`config.mk`:
```
export PLATFORM = sky130hd
export DESIGN_NAME = multiexp_fp2_feeder_flat
export DESIGN_NICKNAME = d
export VERILOG_FILES = /design/src/rtl/multiexp_fp2_feeder_if.sv /design/src/rtl/multiexp_fp2_feeder.sv /design/src/flat_wrapper.sv
export SDC_FILE = /design/constraint.sdc
export NUM_CORES = 2
export LEC_CHECK = 0
export BUFFER_PORTS_ARGS = -buffer_cell sky130_fd_sc_hd__buf_2
export CORE_ASPECT_RATIO = 1.25
export CORE_MARGIN = 10
export CORE_UTILIZATION = 45
export CTS_BUF_LIST = sky130_fd_sc_hd__clkbuf_4
export CTS_CLUSTER_SIZE = 28
export DETAILED_ROUTE_END_ITERATION = 7
export PLACE_DENSITY = 0.65
export SLEW_MARGIN = 15
export SYNTH_ARGS = -nofsm -noshare
export SYNTH_HDL_FRONTEND = slang
export SYNTH_SLANG_ARGS = --single-unit
```
`constraint.sdc`:
```
create_clock -name i_clk -period 44.9 [get_ports i_clk]
set_clock_uncertainty 0.2 [all_clocks]
set_input_delay 2.245 -clock i_clk [delete_from_list [all_inputs] [get_ports i_clk]]
set_output_delay 2.245 -clock i_clk [all_outputs]
set_load 0.03 [all_outputs]
```
`src/rtl/multiexp_fp2_feeder_if.sv`:
```
// if_axi_stream: AXI-stream style packet bus between the G2 point feeder and the multiexp sink.
// Carries one data word per beat plus packet framing (sop/eop) and sideband err/mod/ctl fields.
interface if_axi_stream #(
    parameter int DAT_BITS = 381,
    parameter int MOD_BITS = 6,
    parameter int CTL_BITS = 8
);
    logic [DAT_BITS-1:0] dat;
    logic                val;
    logic                rdy;
    logic                sop;
    logic                eop;
    logic                err;
    logic [MOD_BITS-1:0] mod;
    logic [CTL_BITS-1:0] ctl;

    modport source (output dat, val, sop, eop, err, mod, ctl, input rdy);
    modport sink   (input dat, val, sop, eop, err, mod, ctl, output rdy);
    modport master (output dat, val, sop, eop, err, mod, ctl, input rdy);
    modport slave  (input dat, val, sop, eop, err, mod, ctl, output rdy);
endinterface

```
`src/rtl/multiexp_fp2_feeder.sv`:
```
// multiexp_fp2_feeder: replays the host-loaded G2 point/scalar RAM as a packet stream,
// once per key bit, into the multiexp sink. RAM read latency is absorbed by a skid FIFO
// whose occupancy plus reads in flight never exceeds its depth (credit rule).
// Optional feature macro: MULTIEXP_FEEDER_STATS_EN adds the o_stall_cnt backpressure counter.
module multiexp_fp2_feeder #(
    parameter int DAT_BITS      = 381,
    parameter int BEATS_PER_PNT = 5,
    parameter int NUM_PASSES    = DAT_BITS,
    parameter int ADDR_BITS     = 20,
    parameter int RD_LAT        = 2,
    parameter int FIFO_DEPTH    = 8
) (
    input  logic                 i_clk,
    input  logic                 i_rst_n,
    input  logic                 i_start,
    input  logic [63:0]          i_num_in,
    input  logic [ADDR_BITS-1:0] i_base_addr,
    output logic                 o_busy,
    output logic                 o_done,
    output logic                 o_rd_en,
    output logic [ADDR_BITS-1:0] o_rd_addr,
    input  logic [DAT_BITS-1:0]  i_rd_dat,
`ifdef MULTIEXP_FEEDER_STATS_EN
    output logic [31:0]          o_stall_cnt,
`endif
    if_axi_stream.source         o_pnt_scl_if
);
    localparam int BEAT_W = $clog2(BEATS_PER_PNT + 1);
    localparam int PASS_W = $clog2(NUM_PASSES + 1);
    localparam int PTR_W  = $clog2(FIFO_DEPTH);
    localparam int CNT_W  = $clog2(FIFO_DEPTH + 1);

    typedef enum logic [1:0] {
        IDLE,
        RUN,
        DRAIN
    } state_t;

    state_t               state_q, state_d;
    logic [63:0]          numIn_q, numIn_d;
    logic [ADDR_BITS-1:0] base_q, base_d;
    logic [ADDR_BITS-1:0] addr_q, addr_d;
    logic [BEAT_W-1:0]    beat_q, beat_d;
    logic [63:0]          pnt_q, pnt_d;
    logic [PASS_W-1:0]    pass_q, pass_d;
    logic                 done_q, done_d;
    logic [CNT_W-1:0]     credit_q, credit_d;

    logic [RD_LAT-1:0]    retVld_q;
    logic [RD_LAT-1:0]    retSop_q;
    logic [RD_LAT-1:0]    retEop_q;

    logic [DAT_BITS-1:0]  fifoMem_q [FIFO_DEPTH];
    logic                 fifoSop_q [FIFO_DEPTH];
    logic                 fifoEop_q [FIFO_DEPTH];
    logic [PTR_W-1:0]     wrPtr_q, rdPtr_q;
    logic [CNT_W-1:0]     count_q;

    logic issue;
    logic lastBeat, lastPnt, lastPass, creditOk;
    logic fifoWr, fifoRd, fifoVal, fifoHeadEop;

    assign lastBeat    = (beat_q == BEAT_W'(BEATS_PER_PNT - 1));
    assign lastPnt     = (pnt_q == (numIn_q - 64'd1));
    assign lastPass    = (pass_q == PASS_W'(NUM_PASSES - 1));
    assign creditOk    = (credit_q < CNT_W'(FIFO_DEPTH));
    assign fifoVal     = (count_q != '0);
    assign fifoRd      = fifoVal && o_pnt_scl_if.rdy;
    assign fifoWr      = retVld_q[RD_LAT-1];
    assign fifoHeadEop = fifoEop_q[rdPtr_q];

    // Sequencer: walks beat/point/pass counters, issues reads under credit, detects completion
    always_comb begin
        state_d = state_q;
        numIn_d = numIn_q;
        base_d  = base_q;
        addr_d  = addr_q;
        beat_d  = beat_q;
        pnt_d   = pnt_q;
        pass_d  = pass_q;
        done_d  = 1'b0;
        issue   = 1'b0;
        case (state_q)
            IDLE: begin
                if (i_start) begin
                    numIn_d = i_num_in;
                    base_d  = i_base_addr;
                    addr_d  = i_base_addr;
                    beat_d  = '0;
                    pnt_d   = '0;
                    pass_d  = '0;
                    if (i_num_in == 64'd0) begin
                        done_d = 1'b1;
                    end else begin
                        state_d = RUN;
                    end
                end
            end
            RUN: begin
                if (creditOk) begin
                    issue = 1'b1;
                    if (lastBeat) begin
                        beat_d = '0;
                        if (lastPnt) begin
                            pnt_d  = '0;
                            addr_d = base_q;
                            if (lastPass) begin
                                state_d = DRAIN;
                            end else begin
                                pass_d = pass_q + PASS_W'(1);
                            end
                        end else begin
                            pnt_d  = pnt_q + 64'd1;
                            addr_d = addr_q + ADDR_BITS'(1);
                        end
                    end else begin
                        beat_d = beat_q + BEAT_W'(1);
                        addr_d = addr_q + ADDR_BITS'(1);
                    end
                end
            end
            DRAIN: begin
                if (fifoRd && fifoHeadEop && (credit_q == CNT_W'(1))) begin
                    state_d = IDLE;
                    done_d  = 1'b1;
                end
            end
            default: state_d = IDLE;
        endcase
    end

    // Credit = FIFO occupancy + reads in flight; rises on issue, falls on output handshake
    always_comb begin
        credit_d = credit_q;
        case ({issue, fifoRd})
            2'b10:   credit_d = credit_q + CNT_W'(1);
            2'b01:   credit_d = credit_q - CNT_W'(1);
            default: credit_d = credit_q;
        endcase
    end

    // Sequencer and credit state registers
    always_ff @(posedge i_clk) begin
        if (!i_rst_n) begin
            state_q  <= IDLE;
            numIn_q  <= '0;
            base_q   <= '0;
            addr_q   <= '0;
            beat_q   <= '0;
            pnt_q    <= '0;
            pass_q   <= '0;
            done_q   <= 1'b0;
            credit_q <= '0;
        end else begin
            state_q  <= state_d;
            numIn_q  <= numIn_d;
            base_q   <= base_d;
            addr_q   <= addr_d;
            beat_q   <= beat_d;
            pnt_q    <= pnt_d;
            pass_q   <= pass_d;
            done_q   <= done_d;
            credit_q <= credit_d;
        end
    end

    // Return tracker: marks which cycles carry RAM data and the framing for that beat
    always_ff @(posedge i_clk) begin
        if (!i_rst_n) begin
            retVld_q <= '0;
            retSop_q <= '0;
            retEop_q <= '0;
        end else begin
            retVld_q[0] <= issue;
            retSop_q[0] <= issue && (beat_q == '0);
            retEop_q[0] <= issue && lastBeat;
            for (int i = 1; i < RD_LAT; i++) begin
                retVld_q[i] <= retVld_q[i-1];
                retSop_q[i] <= retSop_q[i-1];
                retEop_q[i] <= retEop_q[i-1];
            end
        end
    end

    // Skid FIFO pointers and occupancy; a write and read together leave occupancy unchanged
    always_ff @(posedge i_clk) begin
        if (!i_rst_n) begin
            wrPtr_q <= '0;
            rdPtr_q <= '0;
            count_q <= '0;
        end else begin
            if (fifoWr) begin
                wrPtr_q <= wrPtr_q + PTR_W'(1);
            end
            if (fifoRd) begin
                rdPtr_q <= rdPtr_q + PTR_W'(1);
            end
            case ({fifoWr, fifoRd})
                2'b10:   count_q <= count_q + CNT_W'(1);
                2'b01:   count_q <= count_q - CNT_W'(1);
                default: count_q <= count_q;
            endcase
        end
    end

    // Skid FIFO storage; contents are don't-care while the slot is unoccupied
    always_ff @(posedge i_clk) begin
        if (fifoWr) begin
            fifoMem_q[wrPtr_q] <= i_rd_dat;
            fifoSop_q[wrPtr_q] <= retSop_q[RD_LAT-1];
            fifoEop_q[wrPtr_q] <= retEop_q[RD_LAT-1];
        end
    end

    // The credit rule guarantees a free slot for every returning read
    always_ff @(posedge i_clk) begin
        if (i_rst_n) begin
            assert (!(fifoWr && !fifoRd && (count_q == CNT_W'(FIFO_DEPTH))));
        end
    end

`ifdef MULTIEXP_FEEDER_STATS_EN
    logic [31:0] stallCnt_q;

    // Saturating count of stalled output cycles during a run
    always_ff @(posedge i_clk) begin
        if (!i_rst_n) begin
            stallCnt_q <= '0;
        end else if ((state_q == IDLE) && i_start) begin
            stallCnt_q <= '0;
        end else if ((state_q != IDLE) && fifoVal && !o_pnt_scl_if.rdy && (stallCnt_q != '1)) begin
            stallCnt_q <= stallCnt_q + 32'd1;
        end
    end

    assign o_stall_cnt = stallCnt_q;
`endif

    assign o_busy    = (state_q != IDLE);
    assign o_done    = done_q;
    assign o_rd_en   = issue;
    assign o_rd_addr = addr_q;

    assign o_pnt_scl_if.val = fifoVal;
    assign o_pnt_scl_if.dat = fifoVal ? fifoMem_q[rdPtr_q] : '0;
    assign o_pnt_scl_if.sop = fifoVal && fifoSop_q[rdPtr_q];
    assign o_pnt_scl_if.eop = fifoVal && fifoEop_q[rdPtr_q];
    assign o_pnt_scl_if.err = 1'b0;
    assign o_pnt_scl_if.mod = '0;
    assign o_pnt_scl_if.ctl = '0;

endmodule

```
`src/flat_wrapper.sv`:
```
// flat-port wrapper written by rule: the top's interface ports become plain ports
module multiexp_fp2_feeder_flat 
#(
    parameter int DAT_BITS      = 381,
    parameter int BEATS_PER_PNT = 5,
    parameter int NUM_PASSES    = DAT_BITS,
    parameter int ADDR_BITS     = 20,
    parameter int RD_LAT        = 2,
    parameter int FIFO_DEPTH    = 8
)
  (i_clk, i_rst_n, i_start, i_num_in, i_base_addr, o_busy, o_done, o_rd_en, o_rd_addr, i_rd_dat, o_pnt_scl_if_dat, o_pnt_scl_if_val, o_pnt_scl_if_sop, o_pnt_scl_if_eop, o_pnt_scl_if_err, o_pnt_scl_if_mod, o_pnt_scl_if_ctl, o_pnt_scl_if_rdy);
  if_axi_stream #(.DAT_BITS(DAT_BITS)) o_pnt_scl_if_i ();
  input  logic i_clk;
  input  logic i_rst_n;
  input  logic i_start;
  input  logic [63:0] i_num_in;
  input  logic [ADDR_BITS-1:0] i_base_addr;
  output logic o_busy;
  output logic o_done;
  output logic o_rd_en;
  output logic [ADDR_BITS-1:0] o_rd_addr;
  input  logic [DAT_BITS-1:0] i_rd_dat;
  output wire logic [$bits(o_pnt_scl_if_i.dat)-1:0] o_pnt_scl_if_dat;
  output wire logic [$bits(o_pnt_scl_if_i.val)-1:0] o_pnt_scl_if_val;
  output wire logic [$bits(o_pnt_scl_if_i.sop)-1:0] o_pnt_scl_if_sop;
  output wire logic [$bits(o_pnt_scl_if_i.eop)-1:0] o_pnt_scl_if_eop;
  output wire logic [$bits(o_pnt_scl_if_i.err)-1:0] o_pnt_scl_if_err;
  output wire logic [$bits(o_pnt_scl_if_i.mod)-1:0] o_pnt_scl_if_mod;
  output wire logic [$bits(o_pnt_scl_if_i.ctl)-1:0] o_pnt_scl_if_ctl;
  input wire logic [$bits(o_pnt_scl_if_i.rdy)-1:0] o_pnt_scl_if_rdy;
  assign o_pnt_scl_if_dat = o_pnt_scl_if_i.dat;
  assign o_pnt_scl_if_val = o_pnt_scl_if_i.val;
  assign o_pnt_scl_if_sop = o_pnt_scl_if_i.sop;
  assign o_pnt_scl_if_eop = o_pnt_scl_if_i.eop;
  assign o_pnt_scl_if_err = o_pnt_scl_if_i.err;
  assign o_pnt_scl_if_mod = o_pnt_scl_if_i.mod;
  assign o_pnt_scl_if_ctl = o_pnt_scl_if_i.ctl;
  assign o_pnt_scl_if_i.rdy = o_pnt_scl_if_rdy;
  multiexp_fp2_feeder #(.DAT_BITS(DAT_BITS), .BEATS_PER_PNT(BEATS_PER_PNT), .NUM_PASSES(NUM_PASSES), .ADDR_BITS(ADDR_BITS), .RD_LAT(RD_LAT), .FIFO_DEPTH(FIFO_DEPTH)) u_core (.i_clk(i_clk), .i_rst_n(i_rst_n), .i_start(i_start), .i_num_in(i_num_in), .i_base_addr(i_base_addr), .o_busy(o_busy), .o_done(o_done), .o_rd_en(o_rd_en), .o_rd_addr(o_rd_addr), .i_rd_dat(i_rd_dat), .o_pnt_scl_if(o_pnt_scl_if_i));
endmodule
```
==> results.txt <==
- Critical R2R Launch: u_core.numIn_q[20]$_SDFFE_PN0P_
* Final WL: 318000 um
- Measured against its own limit, the worst slew margin works out to 0.187.
- In the layout the commonest cells are 3064 x sky130_fd_sc_hd__edfxtp_1, 1120 x sky130_fd_sc_hd__clkbuf_4, 875 x sky130_fd_sc_hd__buf_2, 766 x sky130_fd_sc_hd__mux4_2, 512 x sky130_fd_sc_hd__nor2_1.
* Per-instance average area after synthesis: between 15 and 20 sq um
- For this design the ratio of total power to cell area is 50.7 mW/mm^2.
* Number of vias per cell: 5.56
- In the synthesized netlist the async set-or-reset flop fraction comes to 0.
- Final ANT Viol Nets: 0
- Based on the critical path, the design can be clocked at up to around 110 MHz.
* Area contributors post-synth: sky130_fd_sc_hd__edfxtp_1 72%, sky130_fd_sc_hd__mux4_2 14%, sky130_fd_sc_hd__dfxtp_1 3.2%
- Global-route wire length before repair: 468000 um
- Class of the most critical hold timing path: reg -> reg
- The tool flagged a number of max-cap violations equal to 0.
- In the global route stage, overall resource usage came out at 0.203.
- Height of the chip: 615 um
- Most common cell after layout, fill and taps aside: sky130_fd_sc_hd__edfxtp_1
* Number of inserted filler cells in the final layout: 22835
- For the worst setup path, the data required time is 42.46 ns.
- Maximum VDD drop: approximately 0.045 mV
* Type of element launching the critical path: flip-flop
- DRT iter0 DRCs: between 5000 and 6000
* Io pins: 891
* Maximum level of the CTS H-tree: 6
* Outcome: completed
- Number of resized instances in the post-cts repair step: 0
* Hold path startpoint: u_core.retSop_q[0]$_SDFF_PN0_
- The floorplan has ~220 rows.
- The endpoint identified for the worst register-to-register timing path is u_core.pnt_q[54]$_SDFFE_PN0P_.
* Leakage power: 47.3 nW
- Most common flop cell mapped by yosys: sky130_fd_sc_hd__edfxtp_1
- Number of cells traversed by the worst register-to-register path: 11
* Accumulated negative setup slack: 0 ns
* Sinks on Clock Net: 3270
* Number of hold buffers added after cts: 0
- Setup repair after global routing left no endpoint under its margin.
* Via count of the first global-routing pass: 71078
* Power, Total: 7.41 mW
- Number of setup violations in the final report: 0
- Dividing the final minimum period by the clock period gives 0.206.
* Terminating pin of the worst hold path: u_core.retSop_q[1]$_SDFF_PN0_
- The first detailed-routing pass took 6 iterations.
- CTS Buf Count: slightly below 800
* EDFF count, synth: 3064
- Proportion of layout cells with a drive suffix above 1: 0.357
- The number of antenna violations at the first check in global routing was 169.
- Post-CTS setup buffer count: 0
* Weighted congestion reported at the end of routability-driven placement: 0.925
- Final hold viol count: 0
- In this run the tool buffered the top-level ports with 875 buffer cells.
* Synthesis-to-layout area growth: 14.8%
- The routed layout has 67765 vias.
- CTS tree: built
- Maximum clock path buffer count: 4
* Area fraction of the dominant cell type after synthesis: 0.723
- Cell depth of the worst min-delay path: 1
- Worst-Margin Slew: 1.22 ns
* Data arrival time of the critical path: 6.78 ns
- Critical Setup Path Class: reg -> out
- Clock period minus final worst setup slack: 9.23 ns
- Slack of the worst reg-to-reg path: between 30 and 40 ns
* Sequential cell area fraction in the yosys report: 0.755
- Die width: about 500 um
* Post-detailed-placement half-perimeter wirelength: roughly 190000 um
* Count of nets after finishing: 8301
* Routed length per instance: 26.1 um
- Pin count of the biggest net entering global routing: 135
- Global routing finished with a remaining overflow of 0.
- Worst skew pair latency: 1.27 ns
- STA classifies the critical path endpoint as an output port.
- The Yosys step of the flow raised 0 warnings.
- In this run, synthesis produced a sequential element count of 3270.
* Area of the die: 0.305 sq mm
- The synthesized netlist contains 76 unique library cells.
- Clock transition at path regs: 0.07 ns
- Max Slew Vio Count: 0
- Initial cell density of the core: 0.451
- Area of the mapped netlist: 0.127 sq mm
- The root buffer cell chosen for the clock tree is sky130_fd_sc_hd__clkbuf_4.
- After floorplanning, the core was sized to cover 0.282 sq mm.
- Cell accounting for the most synthesized area: sky130_fd_sc_hd__edfxtp_1
- Highest fanout seen on the critical path: ~110
- Post-route DRC violation count: 0
- In the synthesized netlist, the number of instances is 6378.
==> worst max path at each step <==
stage	cells after the start	endpoint	slack (ns)
after floorplan	2	u_core.fifoEop_q[0]$_DFFE_PP_	16.83
after global placement	9	o_pnt_scl_if_dat[70]	36.77
after detailed placement	9	o_pnt_scl_if_dat[70]	36.78
after CTS	9	o_pnt_scl_if_dat[70]	35.30
after global routing	9	o_pnt_scl_if_dat[70]	35.16
final	9	o_pnt_scl_if_dat[70]	35.67
==> metrics by stage <==
step                       util  instances  hold WS (ns)  worst slack (ns)  area [sq um]
after floorplan               -       6392         0.212             16.83        127000
after global placement    0.483      10776         0.238             36.77        136000
after detailed placement  0.483      10776         0.231             36.78        136000
after CTS                 0.518      12132         0.180             35.30        146000
after global routing      0.518      12164         0.208             35.16        146000
final                     0.518      12193         0.193             35.67        146000
==> cells by family (layout without fill, tap and decap cells) <==
| kind of cell | count (synthesis) | after routing | share of synthesized area |
|---|---|---|---|
| adder cells (fa/ha/maj) | 17 | 17 | 0.00173 |
| buffers and inverters | 377 | 2377 | 0.0120 |
| AND/OR/NAND/NOR | 1121 | 1121 | 0.0405 |
| XOR/XNOR | 170 | 170 | 0.0117 |
| other | 1 | 76 | 0.0000295 |
| multiplexers | 1159 | 1159 | 0.166 |
| AO/OA/AOI/OAI | 263 | 263 | 0.0126 |
| flip-flops | 3270 | 3270 | 0.755 |
==> registers in the layout, indices dropped and copies added, names as in the netlist, named ones only <==
name,cells
u_core.base_q,20
u_core.beat_q,3
u_core.count_q,4
u_core.credit_q,4
u_core.fifoEop_q,8
u_core.fifoMem_q,3048
u_core.fifoSop_q,8
u_core.numIn_q,64
u_core.o_done,1
u_core.o_rd_addr,20
u_core.pass_q,9
u_core.pnt_q,64
u_core.rdPtr_q,3
u_core.retEop_q,2
u_core.retSop_q,2
u_core.retVld_q,2
u_core.state_q,2
u_core.wrPtr_q,3
==> cell usage after synthesis (36+ instances only) <==
master	number
sky130_fd_sc_hd__a21oi_1	126
sky130_fd_sc_hd__buf_1	137
sky130_fd_sc_hd__clkbuf_1	180
sky130_fd_sc_hd__dfxtp_1	206
sky130_fd_sc_hd__edfxtp_1	3064
sky130_fd_sc_hd__mux2i_1	392
sky130_fd_sc_hd__mux4_2	766
sky130_fd_sc_hd__nand2_1	245
sky130_fd_sc_hd__nand3_1	76
sky130_fd_sc_hd__nor2_1	520
sky130_fd_sc_hd__nor3_1	37
sky130_fd_sc_hd__nor4_1	42
sky130_fd_sc_hd__o21ai_0	36
sky130_fd_sc_hd__or3_1	41
sky130_fd_sc_hd__xnor2_1	83
sky130_fd_sc_hd__xor2_1	87
==> worst max-delay path, cell delays in order (launching register included) <==
cell,delay [ns]
sky130_fd_sc_hd__dfxtp_4,0.70
sky130_fd_sc_hd__buf_4,0.86
sky130_fd_sc_hd__buf_4,0.76
sky130_fd_sc_hd__buf_12,0.56
sky130_fd_sc_hd__buf_4,0.59
sky130_fd_sc_hd__buf_4,0.83
sky130_fd_sc_hd__mux4_2,0.41
sky130_fd_sc_hd__mux2i_1,0.29
sky130_fd_sc_hd__nor2_1,0.07
sky130_fd_sc_hd__buf_2,0.21
==> area by class of cell <==
| type | instances | area (sq um) | area share |
|---|---|---|---|
| tap | 3740 | 4680 | 0.0320 |
| multi-input combinational | 2745 | 29800 | 0.204 |
| timing repair buffer | 993 | 5440 | 0.0372 |
| inverter | 28 | 106 | 0.000727 |
| sequential | 3270 | 96100 | 0.658 |
| antenna | 61 | 153 | 0.00104 |
| clock buffer | 1120 | 8410 | 0.0575 |
| clock inverter | 236 | 1470 | 0.0100 |
==> metal layers <==
layer  part of all wire  track usage  vias up
li1                   -            -    29347
met1               0.37        0.249    35104
met2               0.51        0.341     2514
met3              0.079       0.0597      690
met4              0.035       0.0773      110
met5             0.0023            0        -
==> power breakdown <==
group	total, mW	leakage, nW	switching [mW]	internal [mW]
combinational	1.66	12.2	1.07	0.581
clock	2.38	5.85	1.14	1.24
sequential	3.37	29.2	0.0234	3.35
total	7.41	47.3	2.24	5.17
No activity file was read; power rests on OpenSTA's default activity.
